--- src/rtl/button_event_decoder.sv ---
// Classifies a debounced button level into one-cycle click, double-click,
// long-press and auto-repeat events. All timing is counted in clk cycles.
module button_event_decoder #(
  parameter int LONG_CYCLES   = 8,
  parameter int GAP_CYCLES    = 4,
  parameter int REPEAT_CYCLES = 3,
  parameter int CNT_W         = 20
) (
  input  logic clk,
  input  logic rst_n,
  input  logic clean,
  output logic single_pulse,
  output logic double_pulse,
  output logic long_pulse,
  output logic repeat_pulse,
  output logic held
);

  typedef enum logic [2:0] {
    ARM,
    IDLE,
    PRESS1,
    WAIT_GAP,
    LONG_HELD,
    PRESS2
  } state_e;

  localparam logic [CNT_W-1:0] LONG_LAST = CNT_W'(LONG_CYCLES - 1);
  localparam logic [CNT_W-1:0] GAP_LAST  = CNT_W'(GAP_CYCLES - 1);
  // Zero-period repeat has no terminal count; the branch using it is gated off.
  localparam logic [CNT_W-1:0] REP_LAST  =
    (REPEAT_CYCLES == 0) ? '0 : CNT_W'(REPEAT_CYCLES - 1);

  state_e           state_q, state_d;
  logic [CNT_W-1:0] cnt_q, cnt_d;
  logic             single_q, single_d;
  logic             double_q, double_d;
  logic             long_q, long_d;
  logic             repeat_q, repeat_d;

  always_comb begin
    state_d  = state_q;
    cnt_d    = cnt_q;
    single_d = 1'b0;
    double_d = 1'b0;
    long_d   = 1'b0;
    repeat_d = 1'b0;
    unique case (state_q)
      ARM: begin
        if (!clean) state_d = IDLE;
      end
      IDLE: begin
        cnt_d = '0;
        if (clean) begin
          state_d = PRESS1;
          cnt_d   = CNT_W'(1);
        end
      end
      PRESS1: begin
        if (!clean) begin
          state_d = WAIT_GAP;
          cnt_d   = CNT_W'(1);
        end else if (cnt_q == LONG_LAST) begin
          long_d  = 1'b1;
          state_d = LONG_HELD;
          cnt_d   = '0;
        end else begin
          cnt_d = cnt_q + CNT_W'(1);
        end
      end
      WAIT_GAP: begin
        // A re-press wins over gap expiry on the same edge.
        if (clean) begin
          double_d = 1'b1;
          state_d  = PRESS2;
          cnt_d    = '0;
        end else if (cnt_q == GAP_LAST) begin
          single_d = 1'b1;
          state_d  = IDLE;
          cnt_d    = '0;
        end else begin
          cnt_d = cnt_q + CNT_W'(1);
        end
      end
      LONG_HELD: begin
        if (!clean) begin
          state_d = IDLE;
          cnt_d   = '0;
        end else if (REPEAT_CYCLES != 0) begin
          if (cnt_q == REP_LAST) begin
            repeat_d = 1'b1;
            cnt_d    = '0;
          end else begin
            cnt_d = cnt_q + CNT_W'(1);
          end
        end
      end
      PRESS2: begin
        if (!clean) begin
          state_d = IDLE;
          cnt_d   = '0;
        end
      end
      default: begin
        state_d = ARM;
        cnt_d   = '0;
      end
    endcase
  end

  always_ff @(posedge clk) begin
    if (!rst_n) begin
      state_q  <= ARM;
      cnt_q    <= '0;
      single_q <= 1'b0;
      double_q <= 1'b0;
      long_q   <= 1'b0;
      repeat_q <= 1'b0;
    end else begin
      state_q  <= state_d;
      cnt_q    <= cnt_d;
      single_q <= single_d;
      double_q <= double_d;
      long_q   <= long_d;
      repeat_q <= repeat_d;
    end
  end

  assign single_pulse = single_q;
  assign double_pulse = double_q;
  assign long_pulse   = long_q;
  assign repeat_pulse = repeat_q;
  assign held = (state_q == PRESS1) || (state_q == LONG_HELD) || (state_q == PRESS2);

endmodule
--- config.mk ---
export PLATFORM = sky130hd
export DESIGN_NAME = button_event_decoder
export DESIGN_NICKNAME = d
export VERILOG_FILES = /design/src/rtl/button_event_decoder.sv
export SDC_FILE = /design/constraint.sdc
export NUM_CORES = 1
export LEC_CHECK = 0
export ABC_AREA = 0
export CAP_MARGIN = 10
export CORE_ASPECT_RATIO = 0.7
export CORE_MARGIN = 8
export CORE_UTILIZATION = 25
export DETAILED_ROUTE_END_ITERATION = 10
export GPL_TIMING_DRIVEN = 0
export PLACE_DENSITY = 0.4
export SYNTH_ARGS = -nofsm -noshare
export SYNTH_HDL_FRONTEND = slang
export SYNTH_SLANG_ARGS = --single-unit
--- constraint.sdc ---
create_clock -name clk -period 4.7 [get_ports clk]
set_input_delay 0.94 -clock clk [delete_from_list [all_inputs] [get_ports clk]]
set_output_delay 0.94 -clock clk [all_outputs]
set_load 0.02 [all_outputs]
Word level (Yosys, flattened, before mapping)
Cells that the tools add are included.
{ "totals": {"reg_bits": 27, "input_bits": 3, "output_inout_bits": 5, "elab_cells": 53} }
{ "op_classes": {"n_addsub": 1, "n_eq_ne": 13, "mux": 20, "n_bitwise": 3, "n_reduce_logical": 10} }
{ "ops": {"columns": ["op", "n"], "rows": [
  ["20-bit 2-to-1 mux", 7],
  ["20-bit one-hot mux with 6 select lines", 1],
  ["20-bit by 2-bit == test with 1-bit output (second input constant)", 2],
  ["20-bit by 1-bit adder with 20-bit output (second input constant)", 1],
  ["20-bit by 3-bit == test with 1-bit output (second input constant)", 1],
  ["3-bit 2-to-1 mux", 6],
  ["3-bit one-hot mux with 4 select lines", 1],
  ["3-bit by 2-bit == test with 1-bit output (second input constant)", 2],
  ["3-bit == test (second input constant)", 2],
  ["2-bit != test (second input constant)", 3],
  ["3-bit != test (second input constant)", 2],
  ["3-bit AND reduction", 2],
  ["3-bit OR reduction", 2],
  ["1-bit 2-to-1 mux", 5],
  ["2-bit AND reduction", 2],
  ["4-bit AND reduction", 1],
  ["3-bit by 1-bit == test with 1-bit output (second input constant)", 1],
  ["3-bit zero test", 1],
  ["1-bit NOT", 3],
  ["1-bit logical OR", 2]
]} }

Depth between registers and ports, before layout
{ "logic_depth": {"ltp_word": 4, "mapped_depth": 8, "mapped_depth_nobuf": 7} }

Least setup slack after synthesis
Ideal clock, no wire load.
{ "synth_timing": {"path_type": "input-to-reg", "start": "input port clean", "end": "register cnt_q[17]", "setup_time_ps": 63, "arrival_ps": 2076, "slack_ps": 2562, "cell_stages": 6, "cell_sequence": "clkbuf_1 -> nand3_1 -> o22ai_2 -> clkbuf_1 -> o21ai_0 -> nand3_1"} }
{ "synth_between": {"elab_chain_cells": 2, "elab_cells_between_ends": 6} }
{ "synth_lines": {"columns": ["item", "line", "text"], "rows": [
  ["start, declared", "11", "input logic clean,"],
  ["20-bit 2-to-1 mux (tied with other cells)", "86", "if (!clean) begin"],
  ["20-bit one-hot mux with 6 select lines or 2-bit AND reduction (tied branches)", null, null],
  ["end signal, assigned", "121", "cnt_q <= cnt_d;"],
  ["end, declared", "35", "logic [CNT_W-1:0] cnt_q, cnt_d;"]
]} }
Several ways; a longest one is shown, not always the timed one.
A chain may end at the register's enable or synchronous reset.

Worst setup path in the final report
{ "layout_timing": {"start": "input port clean", "end": "register cnt_q[10]"} }
Same word-level chain as after synthesis.

==> flow_metrics.tcl <==
set metrics [dict create \
    first_global_vias 1323 \
    drt-pass1-iter-count 4 \
    nFillCells 715 \
    initial_core_util_pct 25.3 \
    syn-cell-area_um2 1670 \
    drt_iter0_markers 116 \
    powerDensity_nw_per_um2 215 \
    routabilityCongestion 0.770 \
    ctsHtreeMaxLevel 1 \
    yosysSeqAreaShare_pct 32.4 \
    clk_root_buffer_cell "clkbuf_8" \
    dr_wl_met3_um 199 \
    cts_sinks 27 \
    synth_edf_count 0 \
    place_ws_ps 1660 \
    cts_resized 0 \
    max_freq_mhz 359 \
    cts.clk_slew.worst_paths_ps 100 \
    wire_per_inst_um 14.1 \
    ios 8 \
    fp.dieW_um 114 \
    regArea_um2 541 \
    n_antenna_cell 0 \
    cp_data_required_time_ps 4930 \
    dpl_cell_area_um2 1850 \
    multi_input_area_um2 1030 \
    area_delta_synth_final_pct 14.0 \
    report.final.slew_viol_count 0 \
    critical_path_peak_fanout 10 \
    yosysWarnings 0 \
    finalClockSkew_ps 4.29 \
    die_area_um2 9580 \
    cts_inserted_buffers 3 \
    final_cell_area_um2 1900 \
    rsz0062_at_grt "false" \
    drt-total-wl_mm 4.52 \
    layout_common_cells "nand2_1, dfxtp_1, nand3_1" \
    drive_gt1_share_pct 9.69 \
    status "finished, final reports clean" \
    synthCells 216 \
    fin_nets 234 \
    setup_viol 0 \
    grt_remaining_overflow 0 \
    fin_crit_sh_pct 59.2 \
    synth_area_per_cell_um2 7.72 \
    dieHeight_um 84.3 \
    worst_slew_pin_slew_ps 597 \
    cp-start-kind "primary input" \
    cts_tree "built" \
    worst_slack_ps 1920 \
    ys.flop_type "dfxtp_1" \
    ys_ff_latch 27 \
    p_leak_nw 0.679 \
    dr_wl_met2_mm 1.65 \
    min_path_type "reg2reg" \
    wl_met1_mm 2.62 \
    peakVddDrop_uv 107 \
    syn_nets 222 \
    cts_setup_buffers 0 \
    post-dp-hpwl_mm 3.36 \
    port_buffers 7 \
    dr.max_layer_used "met4" \
    via_per_inst 4.78 \
    cts_buffer_depth 2 \
    yosys.cell_types.count 44 \
    fin_setup_tns_ps 0 \
    grt_usage_pct 9.84 \
    finalHoldViolCount 0 \
    crit_arrival_ps 3010 \
    drc_errors 0 \
    grt_pass1_wl_mm 7.41 \
    end_kind "flip-flop" \
    maxCapViolCount 0 \
    antenna_left 0 \
    fp.coreArea_um2 6600 \
    rows 25 \
    final_common_cell "nand2_1" \
    setup.worst_path.class "in2reg" \
    synthArstFlopShare_pct 0 \
    clk_latency_ps 280 \
    max_slew_margin_pct 60.2 \
    grt_antenna_before_repair 0 \
    grt_max_degree 15 \
    cts_hold_buf 0 \
    via_count 1533 \
    min_period_ps 2780 \
]
## area by class of cell
type	count	share of cell area (%)
Buffer	14	4.15
Clock buffer	4	2.37
Inverter	5	0.988
Multi-Input combinational cell	170	54.2
Sequential cell	27	28.5
Tap cell	94	6.19
Timing Repair Buffer	7	3.69
## sequential cells by signal, summed over array words and instances, names as in the netlist
signal and count:
single_pulse 1, state_q 3, double_pulse 1, repeat_pulse 1, long_pulse 1, cnt_q 20
## metal layers
metal | vias to the layer above | track usage, %
met5 | - | 0
met4 | 0 | 2.89
met3 | 2 | 2.08
met2 | 26 | 12.7
met1 | 710 | 15.2
li1 | 795 | -
## path summary, 6_finish.rpt
path,start,endpoint,slack (ps),depth (start not counted)
worst max-delay path,clean,cnt_q[10],1920,7
worst min-delay path,state_q[0],double_pulse,500,2
worst max register to register,cnt_q[0],cnt_q[10],2640,8
worst min register to register,state_q[0],double_pulse,500,2
## worst max-delay path, cell delays in order
cell	delay (ps)
clkdlybuf4s50_1	500
clkbuf_1	360
nand3_1	180
o22ai_2	370
clkbuf_1	410
o211ai_1	140
nand3_1	110
## cell usage after synthesis (2+ instances only)
cell,instances,area (um^2)
a31oi_1,4,25.0
inv_1,5,18.8
and2_1,5,31.3
or2_2,2,12.5
o2111ai_1,3,26.3
nand2b_1,3,18.8
nor3_1,13,65.1
o21ai_0,6,30.0
nand4_1,2,12.5
nor2_1,18,67.6
ha_1,3,37.5
clkbuf_1,7,26.3
o21ai_1,3,15.0
o22ai_1,4,25.0
and3_1,6,37.5
o211ai_1,7,52.6
nand2_1,34,128
dfxtp_1,27,541
nand3_1,21,105
a21oi_1,6,30.0
a21boi_1,3,22.5
nor4_4,2,42.5
xor2_1,6,52.6
buf_2,3,15.0
buf_6,3,33.8
nor4_2,2,25.0
## metrics by stage
step	power (mW)	cells	hold slack, ps	util [%]
2_1_floorplan	0.262	216	445	-
3_3_place_gp	0.275	317	497	28.1
3_5_place_dp	0.275	317	488	28.1
4_1_cts	0.417	321	510	28.8
5_1_grt	0.433	321	545	28.8
6_report	0.409	321	504	28.8
## power by group
group	leakage [nW]	total (mW)	internal (mW)	switching (mW)
clock network	0.0228	0.140	0.0610	0.0794
registers	0.218	0.231	0.230	0.00130
logic	0.438	0.0376	0.0124	0.0252
## cell families (layout without fill, tap and decap cells)
group                    count (synthesis)  after routing  share of synthesized area (%)
AO/OA/AOI/OAI                           42             42                           17.8
buffers and inverters                   19             30                           5.86
flip-flops                              27             27                           32.4
AND/OR/NAND/NOR                        118            118                           38.0
XOR/XNOR                                 7              7                           3.68
adder cells (fa/ha/maj)                  3              3                           2.25
(Power assumes the default switching activity.)
==> edit: new RTL, config.mk and constraints unchanged <==
The output `double_pulse` loses its register stage (`double_q` becomes a continuous assignment).
--- a/src/rtl/button_event_decoder.sv
+++ b/src/rtl/button_event_decoder.sv
@@ -113,18 +113,18 @@
       state_q  <= ARM;
       cnt_q    <= '0;
       single_q <= 1'b0;
-      double_q <= 1'b0;
       long_q   <= 1'b0;
       repeat_q <= 1'b0;
     end else begin
       state_q  <= state_d;
       cnt_q    <= cnt_d;
       single_q <= single_d;
-      double_q <= double_d;
       long_q   <= long_d;
       repeat_q <= repeat_d;
     end
   end
+
+  assign double_q = double_d;
 
   assign single_pulse = single_q;
   assign double_pulse = double_q;
Behaviour: not the same (Yosys sat finds a counterexample within 4 cycles, from zero or initial values and one cycle with rst_n low).
==> edit against the original RTL <==
Design area shrank 7.2%. Global-route usage increased by 0.24 points. Sequential cell count shrank 1. Largest power group unchanged. Largest cell class unchanged. Area after synthesis decreased by 7.7%. Register-to-register slack worse by 0.53 ns. Setup slack got worse by 0.75 ns. Fmax decreased by 21%. Total power rose by 2.5%. Clock skew is 0.0035 ns higher. Wire length down 7.3%.
==> edit: results (changes against the original RTL) <==
| Metric | Value |
|---|---|
| R2r startpoint | `cnt_q[17] (was cnt_q[0])` |
| Gpl congestion | `0.801 (was 0.770)` |
| Status | `completed (unchanged)` |
| Final nets | `202 (was 234)` |
| Layout Cells excl Fill | `273 (was 321)` |
| First-pass GRT wire length | `7000 microns (was 7410 microns)` |
| Worst reg-to-reg setup slack | `2.11 ns (was 2.64 ns)` |
| First drt pass iteration count | `5 (was 4)` |
| Layout cells sized above 1 | `0.0667 (was 0.0969)` |
| Asr flop ratio synth | `0 (unchanged)` |
| Slew headroom | `0.225 (was 0.602)` |
| Syn Nets | `190 (was 222)` |
| CP max FO | `10 (unchanged)` |
| Data arrival time of the worst path | `2.59 ns (was 3.01 ns)` |
| Fillers | `660 (was 715)` |
| Ant diodes | `0 (unchanged)` |
| Logic pwr share | `0.108 (was 0.092)` |
| Worst r2r path cells | `6 (was 8)` |
| Pleak | `0.551 nW (was 0.679 nW)` |
| PostCTS Resize Cnt | `0 (unchanged)` |
| WHS Path Cells | `2 (unchanged)` |
| Vias per cell | `5.11 (was 4.78)` |
| Worst min-delay path startpoint | `cnt_q[1] (was state_q[0])` |
| Number of global-route vias before repair | `1253 (was 1323)` |
| RR Endpoint | `cnt_q[6] (was cnt_q[10])` |
| Skew final | `0.00780 ns (was 0.00429 ns)` |
| Netlist cell types | `42 (was 44)` |
| DRT iter0 DRCs | `148 (was 116)` |
| DP Wirelength | `3110 microns (was 3360 microns)` |
| Worst VDD drop | `93.6 uV (was 107 uV)` |
| Mapped Cells | `184 (was 216)` |
| Hold WS | `0.561 ns (was 0.504 ns)` |
| Switch Pwr | `107 uW (was 106 uW)` |
| Post-synth top cells | `dfxtp_1, nor3_1, nand2_1 (was nand2_1, dfxtp_1, nand3_1)` |
| Seq/Total Area, Yosys | `0.338 (was 0.324)` |
| Clk buf depth | `2 (unchanged)` |
| Final wirelength | `4190 microns (was 4520 microns)` |
| Clock power share | `0.355 (was 0.343)` |
| Hold EP | `cnt_q[1] (was double_pulse)` |
| Gr usage total | `0.101 (was 0.0984)` |
| Sink Count | `26 (was 27)` |
| Synth area leaders | `dfxtp_1, nor3_1, xnor2_1 (was dfxtp_1, nand2_1, nand3_1)` |
| Slowest stage cell, crit path | `clkdlybuf4s50_1 (unchanged)` |
| Largest stage delay, worst path | `0.61 ns (was 0.50 ns)` |
==> edit: changes by cell type after synthesis, moves of 4 or more <==
| cell | delta |
|---|---|
| nand2_1 | -22 |
| nand3_1 | -15 |
| nor2_1 | -9 |
| nor3_1 | +8 |
| xnor2_1 | +8 |
| nand4_1 | +7 |
| nor4_1 | +7 |
| o211ai_1 | -7 |
| a211oi_1 | +4 |
==> edit: logic make-up after synthesis <==
kind of cell | synth area share
and+or+nand+nor | 0.351
AOI/OAI and AO/OA | 0.159
DFF | 0.338
buffers and inverters | 0.0463
xor gates and xnor gates | 0.0740
adders and majority gates | 0.0244
muxes | 0.00650
==> edit: metal layers <==
metal  GRT usage  vias up  share of wire
met4      0.0201        0         0.0050
met5           0        -              0
li1            -      712              -
met3      0.0274        2          0.076
met1       0.156      647           0.53
met2       0.132       33           0.39
==> edit: how the worst max path moves through the flow <==
stage,to,cells after the start
final,double_pulse,5
after floorplan,double_pulse,3
after CTS,double_pulse,5
after detailed placement,double_pulse,5
after global routing,double_pulse,5
after global placement,double_pulse,5
==> edit: through the flow <==
| step | setup slack [ns] | cell area, sq um | util | power (mW) |
|---|---|---|---|---|
| after floorplan | 2.19 | 1540 | - | 0.261 |
| after global placement | 1.16 | 1710 | 0.280 | 0.276 |
| after detailed placement | 1.17 | 1710 | 0.280 | 0.276 |
| after CTS | 1.17 | 1760 | 0.289 | 0.427 |
| after global routing | 1.03 | 1760 | 0.289 | 0.442 |
| final | 1.17 | 1760 | 0.289 | 0.420 |
==> edit: area by class of cell <==
type                    count  share of cell area
inverters                   6              0.0128
repair buffers              7              0.0398
clock buffers               4              0.0312
flip-flops and latches     26               0.295
plain buffers              11              0.0277
multi-input cells         141               0.538
well taps                  78              0.0554
